**src/rtl/spi_config_master.sv**
```systemverilog
// SPI master that streams a full configuration frame into a long downstream shift
// register while capturing the previous contents back from its serial output.
//
// state | meaning
// IDLE  | chip select high, waiting for start
// LOAD  | fetching the next 32-bit host word, SCLK low
// LOW   | SCLK low half-period, data bit on spi_sdi
// HIGH  | SCLK high half-period, may stretch while a readback word is unread
// TRAIL | chip select held low for one half-period after the last edge
module spi_config_master #(
  parameter int NBITS = 1280,
  parameter int WORD  = 32
) (
  input  logic            clk,
  input  logic            rst_b,
  input  logic            start,
  input  logic            abort,
  input  logic [7:0]      clk_div,
  input  logic [WORD-1:0] tx_data,
  input  logic            tx_valid,
  output logic            tx_ready,
  output logic [WORD-1:0] rx_data,
  output logic            rx_valid,
  input  logic            rx_ready,
  output logic            busy,
  output logic            done,
  output logic            spi_cs_b,
  output logic            spi_sclk,
  output logic            spi_sdi,
  input  logic            spi_sdo,
  inout  wire             vdd_d,
  inout  wire             vss_d
);

  localparam int CW = $clog2(NBITS + 1);

  typedef enum logic [2:0] {IDLE, LOAD, LOW, HIGH, TRAIL} state_t;

  state_t          state, state_nxt;
  logic [7:0]      h_lat, h_lat_nxt;
  logic [7:0]      hcnt, hcnt_nxt;
  logic [CW-1:0]   bit_cnt, bit_cnt_nxt;
  logic [WORD-1:0] shifter, shifter_nxt;
  logic [WORD-1:0] cap, cap_nxt;
  logic [WORD-1:0] rx_data_nxt;
  logic            rx_valid_nxt, cs_b_nxt, sclk_nxt, sdi_nxt, done_nxt;
  logic            word_end, last_bit;

  wire unused_supply = vdd_d ^ vss_d;

  assign tx_ready = (state == LOAD);
  assign busy     = (state != IDLE);
  assign word_end = (bit_cnt[4:0] == 5'd31);
  assign last_bit = (bit_cnt == CW'(NBITS - 1));

  always_ff @(posedge clk or negedge rst_b) begin
    if (!rst_b) begin
      state    <= IDLE;
      h_lat    <= '0;
      hcnt     <= '0;
      bit_cnt  <= '0;
      shifter  <= '0;
      cap      <= '0;
      rx_data  <= '0;
      rx_valid <= 1'b0;
      spi_cs_b <= 1'b1;
      spi_sclk <= 1'b0;
      spi_sdi  <= 1'b0;
      done     <= 1'b0;
    end else begin
      state    <= state_nxt;
      h_lat    <= h_lat_nxt;
      hcnt     <= hcnt_nxt;
      bit_cnt  <= bit_cnt_nxt;
      shifter  <= shifter_nxt;
      cap      <= cap_nxt;
      rx_data  <= rx_data_nxt;
      rx_valid <= rx_valid_nxt;
      spi_cs_b <= cs_b_nxt;
      spi_sclk <= sclk_nxt;
      spi_sdi  <= sdi_nxt;
      done     <= done_nxt;
    end
  end

  always_comb begin
    state_nxt    = state;
    h_lat_nxt    = h_lat;
    hcnt_nxt     = hcnt;
    bit_cnt_nxt  = bit_cnt;
    shifter_nxt  = shifter;
    cap_nxt      = cap;
    rx_data_nxt  = rx_data;
    rx_valid_nxt = rx_valid;
    cs_b_nxt     = spi_cs_b;
    sclk_nxt     = spi_sclk;
    sdi_nxt      = spi_sdi;
    done_nxt     = 1'b0;

    if (rx_valid && rx_ready) rx_valid_nxt = 1'b0;

    case (state)
      IDLE: begin
        if (start && !abort) begin
          h_lat_nxt   = clk_div;
          cs_b_nxt    = 1'b0;
          bit_cnt_nxt = '0;
          state_nxt   = LOAD;
        end
      end
      LOAD: begin
        if (tx_valid) begin
          shifter_nxt = tx_data;
          sdi_nxt     = tx_data[WORD-1];
          hcnt_nxt    = h_lat;
          state_nxt   = LOW;
        end
      end
      LOW: begin
        if (hcnt == 8'd0) begin
          sclk_nxt  = 1'b1;
          cap_nxt   = {cap[WORD-2:0], spi_sdo};
          hcnt_nxt  = h_lat;
          state_nxt = HIGH;
        end else begin
          hcnt_nxt = hcnt - 8'd1;
        end
      end
      HIGH: begin
        if (hcnt != 8'd0) begin
          hcnt_nxt = hcnt - 8'd1;
        end else if (!(word_end && rx_valid)) begin
          // a finished capture word with the previous one still unread holds SCLK high
          bit_cnt_nxt = bit_cnt + CW'(1);
          sclk_nxt    = 1'b0;
          if (word_end) begin
            rx_data_nxt  = cap;
            rx_valid_nxt = 1'b1;
          end
          if (last_bit) begin
            hcnt_nxt  = h_lat;
            state_nxt = TRAIL;
          end else if (word_end) begin
            state_nxt = LOAD;
          end else begin
            sdi_nxt     = shifter[WORD-2];
            shifter_nxt = {shifter[WORD-2:0], 1'b0};
            hcnt_nxt    = h_lat;
            state_nxt   = LOW;
          end
        end
      end
      TRAIL: begin
        if (hcnt == 8'd0) begin
          cs_b_nxt  = 1'b1;
          sdi_nxt   = 1'b0;
          done_nxt  = 1'b1;
          state_nxt = IDLE;
        end else begin
          hcnt_nxt = hcnt - 8'd1;
        end
      end
      default: state_nxt = IDLE;
    endcase

    if (abort && state != IDLE) begin
      state_nxt    = IDLE;
      cs_b_nxt     = 1'b1;
      sclk_nxt     = 1'b0;
      sdi_nxt      = 1'b0;
      rx_valid_nxt = 1'b0;
      done_nxt     = 1'b0;
    end
  end

endmodule

```
**config.mk**
```make
export PLATFORM = sky130hd
export DESIGN_NAME = spi_config_master
export DESIGN_NICKNAME = d
export VERILOG_FILES = /design/src/rtl/spi_config_master.sv
export SDC_FILE = /design/constraint.sdc
export NUM_CORES = 1
export LEC_CHECK = 0
export CAP_MARGIN = 30
export CELL_PAD_IN_SITES_DETAIL_PLACEMENT = 0
export CELL_PAD_IN_SITES_GLOBAL_PLACEMENT = 1
export CORE_MARGIN = 5
export CORE_UTILIZATION = 30
export CTS_BUF_LIST = sky130_fd_sc_hd__clkbuf_8 sky130_fd_sc_hd__clkbuf_16
export DETAILED_ROUTE_END_ITERATION = 8
export GPL_ROUTABILITY_DRIVEN = 0
export PLACE_DENSITY = 0.64
export SYNTH_ARGS = -nofsm -noshare
export SYNTH_HDL_FRONTEND = slang
export SYNTH_SLANG_ARGS = --single-unit
```
**constraint.sdc**
```tcl
create_clock -name clk -period 7.2 [get_ports clk]
set_input_delay 1.44 -clock clk [delete_from_list [all_inputs] [get_ports clk]]
set_output_delay 1.44 -clock clk [all_outputs]
set_load 0.01 [all_outputs]
```
==> results of run 1 <==
where the power goes:
group	switching [mW]	total (mW)	internal, mW
Sequential	0.135	1.03	0.899
Combinational	0.333	0.721	0.388
Clock	0.331	0.843	0.513
Total	0.798	2.60	1.80
registers in the layout, indices dropped and copies added (netlist names):
name	count
bit_cnt	11
rx_valid	1
state	3
spi_sdi	1
spi_sclk	1
spi_cs_b	1
done	1
cap	32
shifter	31
h_lat	8
rx_data	32
hcnt	8
synth_stat cells (2+ instances only):
library cell and n:
a211oi_1 5, a21oi_1 13, a22o_1 3, a22oi_1 3, a31oi_1 2, and3_1 2, and4_1 2, buf_2 7
clkbuf_1 22, dfrtp_1 129, ha_1 4, inv_1 7, mux2_2 76, nand2_1 13, nand2b_1 2, nand3_1 6
nand4_1 3, nor2_1 31, nor3_1 5, nor3b_1 5, nor4_1 4, o211ai_1 5, o21ai_0 13, o221a_2 30
o22a_1 2, or2_2 2, or3_1 33, or3b_2 2, or4_1 2, xnor2_1 7
area by class of cell:
cell class,instances,area share [%]
flip-flops and latches,130,42.9
clock buffers,17,5.61
repair buffers,94,13.2
multi-input cells,296,31.6
inverters,7,0.346
clock inverters,15,2.06
well taps,260,4.29
per-stage QoR:
| stage | total power [mW] | cells | hold slack, ns | cell area [sq um] |
|---|---|---|---|---|
| floorplan | 1.53 | 464 | 0.475 | 5810 |
| global placement | 1.70 | 782 | 0.488 | 6880 |
| detailed placement | 1.73 | 785 | 0.493 | 6950 |
| CTS | 2.59 | 817 | 0.507 | 7530 |
| global route | 2.76 | 819 | 0.533 | 7580 |
| finish | 2.60 | 819 | 0.504 | 7580 |
cell families after synthesis:
family                   after synthesis
AND/OR/NAND/NOR                      120
AO/OA/AOI/OAI                         87
multiplexers                          77
flip-flops                           130
buffers and inverters                 38
XOR/XNOR                               8
adder cells (fa/ha/maj)                4
worst paths after layout:
path / endpoint / slack, ns / depth (start not counted)
worst min register to register: rx_data[20] / 0.50 / 1
min in group asynchronous: rx_data[28] / 1.06 / 1
worst max-delay path: busy / 3.67 / 3
worst max register to register: hcnt[0] / 4.30 / 5
max in group asynchronous: h_lat[6] / 5.05 / 3
worst min-delay path: rx_data[20] / 0.50 / 1
routing by layer:
layer	vias to the layer above	share of wire, %
met3	16	3.6
met1	2003	47
met2	80	48
met4	0	1.6
met5	-	0
li1	1905	-
==> summary.md, run 1 <==
| Metric | Value |
|---|---|
| Initial antenna violation count | `0` |
| Worst relative slew slack | `36.7%` |
| Number of H-tree levels | `4` |
| Register bit total from synthesis | `130` |
| Ys async rst share | `100%` |
| Post-layout net count | `599` |
| Crit path buf inv count | `1` |
| Setup slack at placement | `2.92 ns` |
| CP top delay family | `flip-flops` |
| Via/cell ratio | `4.89` |
| Slew @ Worst Pin | `0.949 ns` |
| Iter 0 DRT Violations | `242` |
| Buffer count from post-CTS setup fixing | `0` |
| Post-synth cell types | `54` |
| Area occupied by multi-input gates | `2400 sq um` |
| Sequential area share after synthesis | `56.0%` |
| Die area | `22200 sq um` |
| Routing usage on met3 | `3.34%` |
| Ant. Diodes | `0` |
| Yosys top cell area share | `55.6%` |
| Commonest non-fill, non-tap cell in the layout | `dfrtp_1` |
| DIE HEIGHT | `149 microns` |
| Post-layout util | `40.1%` |
| Main combinational cell family by area after synthesis | `multiplexers` |
| Peak fanout along the critical path | `16` |
| Cts hold-fix bufs | `0` |
| Synthesized Nets | `517` |
| IO buf count | `85` |
| Filler Cell Count | `1824` |
| Leakage Power | `3.26 nW` |
| Slack of the critical path | `3.67 ns` |
| Tcrit/Tclk final | `49.1%` |
| Synth Area in Adders | `0.862%` |
| Worst path required time | `5.76 ns` |
| Worst EP arrival | `2.09 ns` |
| CP endpoint kind | `output pin` |
| Cell taking the most area after synthesis | `dfrtp_1` |
| Ys Warns | `0` |
| WL final | `13100 microns` |
| Pin count of the biggest net entering global routing | `70` |
| Worst-path clk slew | `0.06 ns` |
| Total clock sinks | `130` |
| Outcome | `complete, no violations` |
| Max Slew Vio Count | `0` |
| Vias in the first global route | `4222` |
| Io pins | `88` |
| WS Path Type | `reg2out` |
| Clock tree from TritonCTS | `built` |
| Routed Antenna Nets | `0` |
| Grt total ovfl | `0` |
| FF+latch area | `3250 sq um` |
| Area delta synth->final | `30.5%` |
| PD cells | `343 nW/um^2` |
| Most frequent cells in the layout | `129 x dfrtp_1, 84 x clkdlybuf4s50_1, 76 x mux2_2, 33 x or3_1, 31 x nor2_1` |
| Worst setup SP type | `flop` |
| Setup TNS | `0 ns` |
| CORE AREA | `18900 sq um` |
| Worst skew pair latency | `0.42 ns` |
| Global-route wire length before repair | `22100 microns` |
| Met1 track demand over resource | `16.6%` |
| Unrepaired setup endpoints after global routing | `no` |
| DRT Pass-1 Iters | `4` |
| Wire per inst | `16.0 microns` |
| Synthesized area | `5810 sq um` |
| Compound-Gate Fraction of Synth Area | `12.8%` |
| Post-synth EDFFs | `0` |
| CTS Root Cell | `clkbuf_16` |
| Reg2reg start | `hcnt[2]` |
| Post-synthesis xor/xnor area fraction | `1.21%` |
| Syn Area/Cell | `12.5 sq um` |
| Hold Fails Final Rpt | `0` |
| Ratio of cells with drive above 1 in the final layout | `28.1%` |
| Grt met2 use | `19.1%` |
| PostCTS Resize Cnt | `0` |
| Ranking of synthesized cells by area | `dfrtp_1 56%, mux2_2 15%, o221a_2 5.8%, or3_1 3.6%, nor2_1 2.0%` |
| Worst setup path start | `state[0]` |
| GRT Overall Usage | `12.4%` |
| Mux contribution to synthesized area | `14.9%` |
| Dpl hpwl | `8890 microns` |
| Total number of vias | `4004` |
| Max frequency | `283 MHz` |
| Post-Synth Simple-Gate Area | `11.5%` |
| Max_cap viols | `0` |
| CP max stage delay | `0.64 ns` |
| Hold_sp | `rx_data[20]` |
| Number of unconstrained endpoints | `2` |
| Clock Path Buffers | `2` |
| Slowest stage cell, crit path | `dfrtp_1` |
| Post-layout min period | `3.53 ns` |
| Row cnt | `50` |
| Worst path cell trace | `nor2_1 -> nand2_1 -> clkdlybuf4s50_1` |
| HP Class | `reg2reg` |
| GR peak layer | `met2` |
| CTS Buf Count | `17` |
| Most used DFF post-synth | `dfrtp_1` |
| Clock skew | `0.00946 ns` |
| Post-Synthesis Cells | `464` |
| Starting Density | `30.7%` |
| Max IR drop VDD | `0.165 mV` |
| Die width | `149 microns` |
| Setup violations, final | `0` |
| DR DRC count | `0` |
Note: power is estimated with default switching activity, not from simulation.
==> inputs of run 2 (changes only) <==
- clock period: 7.2 -> 3.4 ns (I/O delays scaled with it)
==> summary.md, run 2 (synthesized netlist as in run 1, its figures left out) <==
| Metric | Value |
|---|---|
| Clock tree from TritonCTS | `built` |
| Total number of vias | `3971 (-0.82%)` |
| M1 WL | `6010 microns (-1.8%)` |
| DRT Pass-1 Iters | `5 (+1)` |
| Number of H-tree levels | `4 (unchanged)` |
| DR DRC count | `0 (unchanged)` |
| Grt total ovfl | `0 (unchanged)` |
| Worst relative slew slack | `35.3% (-1.5 points)` |
| Worst EP arrival | `3.20 ns (+1.11 ns)` |
| Cts hold-fix bufs | `0 (unchanged)` |
| GRT Overall Usage | `12.5% (+0.11 points)` |
| Outcome | `complete, no violations` |
| Clock Path Buffers | `2 (unchanged)` |
| CP endpoint kind | `flop` |
| Unrepaired setup endpoints after global routing | `no` |
| CTS Root Cell | `clkbuf_16` |
| PD cells | `721 nW/um^2 (+110%)` |
| Ant. Diodes | `0 (unchanged)` |
| Setup slack at placement | `0.452 ns (-2.47 ns)` |
| Row cnt | `50 (unchanged)` |
| Number of unconstrained endpoints | `2 (unchanged)` |
| Routed wl met2 | `6420 microns (+1.7%)` |
| Worst setup SP type | `flop` |
| CORE AREA | `18900 sq um (unchanged)` |
| Peak fanout along the critical path | `31 (+15)` |
| Pin count of the biggest net entering global routing | `69 (-1.4%)` |
| Max frequency | `352 MHz` |
| Dpl hpwl | `8900 microns (+0.11%)` |
| Biggest regs | `cap: 32 flops, rx_data: 32 flops, shifter: 31 flops` |
| Die area | `22200 sq um (unchanged)` |
| Clock skew | `0.00615 ns (-0.00331 ns)` |
| IO buf count | `85 (unchanged)` |
| Routed Antenna Nets | `0 (unchanged)` |
| Slew @ Worst Pin | `0.971 ns (+0.0221 ns)` |
| Buffer count from post-CTS setup fixing | `0 (unchanged)` |
| Placed Cells incl. Taps | `791 (+0.76%)` |
| Max Slew Vio Count | `0 (unchanged)` |
| WL final | `13200 microns (+0.95%)` |
| Most frequent cells in the layout | `129 x dfrtp_1, 84 x clkdlybuf4s50_1, 76 x mux2_2, 33 x or3_1, 31 x nor2_1` |
| Setup TNS | `0 ns (unchanged)` |
| Global-route wire length before repair | `22300 microns (+0.97%)` |
| Iter 0 DRT Violations | `169 (-30%)` |
| Commonest non-fill, non-tap cell in the layout | `dfrtp_1` |
| Post-layout net count | `603 (+0.67%)` |
| Vias in the first global route | `4239 (+0.40%)` |
| Uppermost routed layer | `met4` |
| Worst-path clk slew | `0.06 ns (about the same)` |
| Tcrit/Tclk final | `83.7%` |
| Hold Fails Final Rpt | `0 (unchanged)` |
| Non-Filler Instances | `821 (+0.24%)` |
| DIE HEIGHT | `149 microns (unchanged)` |
| Setup violations, final | `0 (unchanged)` |
| HP Class | `in2async` |
| PostCTS Resize Cnt | `0 (unchanged)` |
| Starting Density | `30.7% (unchanged)` |
| Post-layout min period | `2.84 ns` |
| Worst path required time | `3.75 ns (-2.01 ns)` |
| Via/cell ratio | `4.84 (-1.1%)` |
| Die width | `149 microns (unchanged)` |
| Filler Cell Count | `1850 (+1.4%)` |
| Area delta synth->final | `29.7%` |
| Slack of the critical path | `0.555 ns (-3.11 ns)` |
| Total clock sinks | `130 (unchanged)` |
| Io pins | `88 (unchanged)` |
| Max IR drop VDD | `0.360 mV (+120%)` |
| Ratio of cells with drive above 1 in the final layout | `28.5% (+0.43 points)` |
| Worst skew pair latency | `0.41 ns (about the same)` |
| Routed wl met3 | `623 microns (+31%)` |
| Max_cap viols | `0 (unchanged)` |
| Wire per inst | `16.1 microns (+0.71%)` |
| CTS Buf Count | `17 (unchanged)` |
| WS Path Type | `reg2reg` |
| Leakage Power | `3.23 nW (-0.74%)` |
| Initial antenna violation count | `0 (unchanged)` |
## run 2: final timing paths
| kind | depth (start not counted) | slack [ns] | start | to |
|---|---|---|---|---|
| setup / recovery | 8 | 0.56 | bit_cnt[0] | shifter[29] |
| hold / removal | 1 | 0.37 | rst_b | rx_data[27] |
| setup reg to reg | 8 | 0.56 | bit_cnt[0] | shifter[29] |
| hold reg to reg | 1 | 0.51 | rx_data[20] | rx_data[20] |
| max in group asynchronous | 2 | 2.15 | rst_b | rx_data[1] |
| min in group clk | 1 | 0.51 | rx_data[20] | rx_data[20] |
## run 2: where the power goes
group	internal [mW]	leakage [nW]	switching, mW
logic	0.775	1.29	0.692
clock network	1.09	0.267	0.679
registers	1.90	1.68	0.287
## run 2: worst max-delay path, stage by stage (launching register included)
cell and delay, ns:
dfrtp_1 0.40, ha_1 0.28, and3_1 0.21, ha_1 0.26, nand3_1 0.13, nand4_1 0.21
nor2_1 0.22, a21o_1 0.75, o221a_2 0.32
## run 2: stage by stage
stage	area [sq um]	total power [mW]	utilization (%)	hold WS, ns
after floorplan	5810	3.25	-	0.384
after global routing	7530	5.78	39.9	0.437
final	7530	5.43	39.9	0.366
after global placement	6960	3.65	36.8	0.487
after CTS	7530	5.51	39.9	0.391
after detailed placement	6960	3.71	36.8	0.493
## run 2: layer usage
| layer | vias to the layer above | global-route usage (%) |
|---|---|---|
| li1 | 1904 | - |
| met1 | 1972 | 16.2 |
| met2 | 82 | 20.1 |
| met3 | 13 | 3.62 |
| met4 | 0 | 4.26 |
| met5 | - | 0 |
## run 2: cell type report
cell class / count / area [sq um] / area share [%]
Inverter: 7 / 26.3 / 0.349
Timing Repair Buffer: 98 / 958 / 12.7
Sequential cell: 130 / 3250 / 43.2
Clock inverter: 12 / 134 / 1.78
Tap cell: 260 / 325 / 4.32
Multi-Input combinational cell: 296 / 2400 / 31.8
Clock buffer: 18 / 439 / 5.83
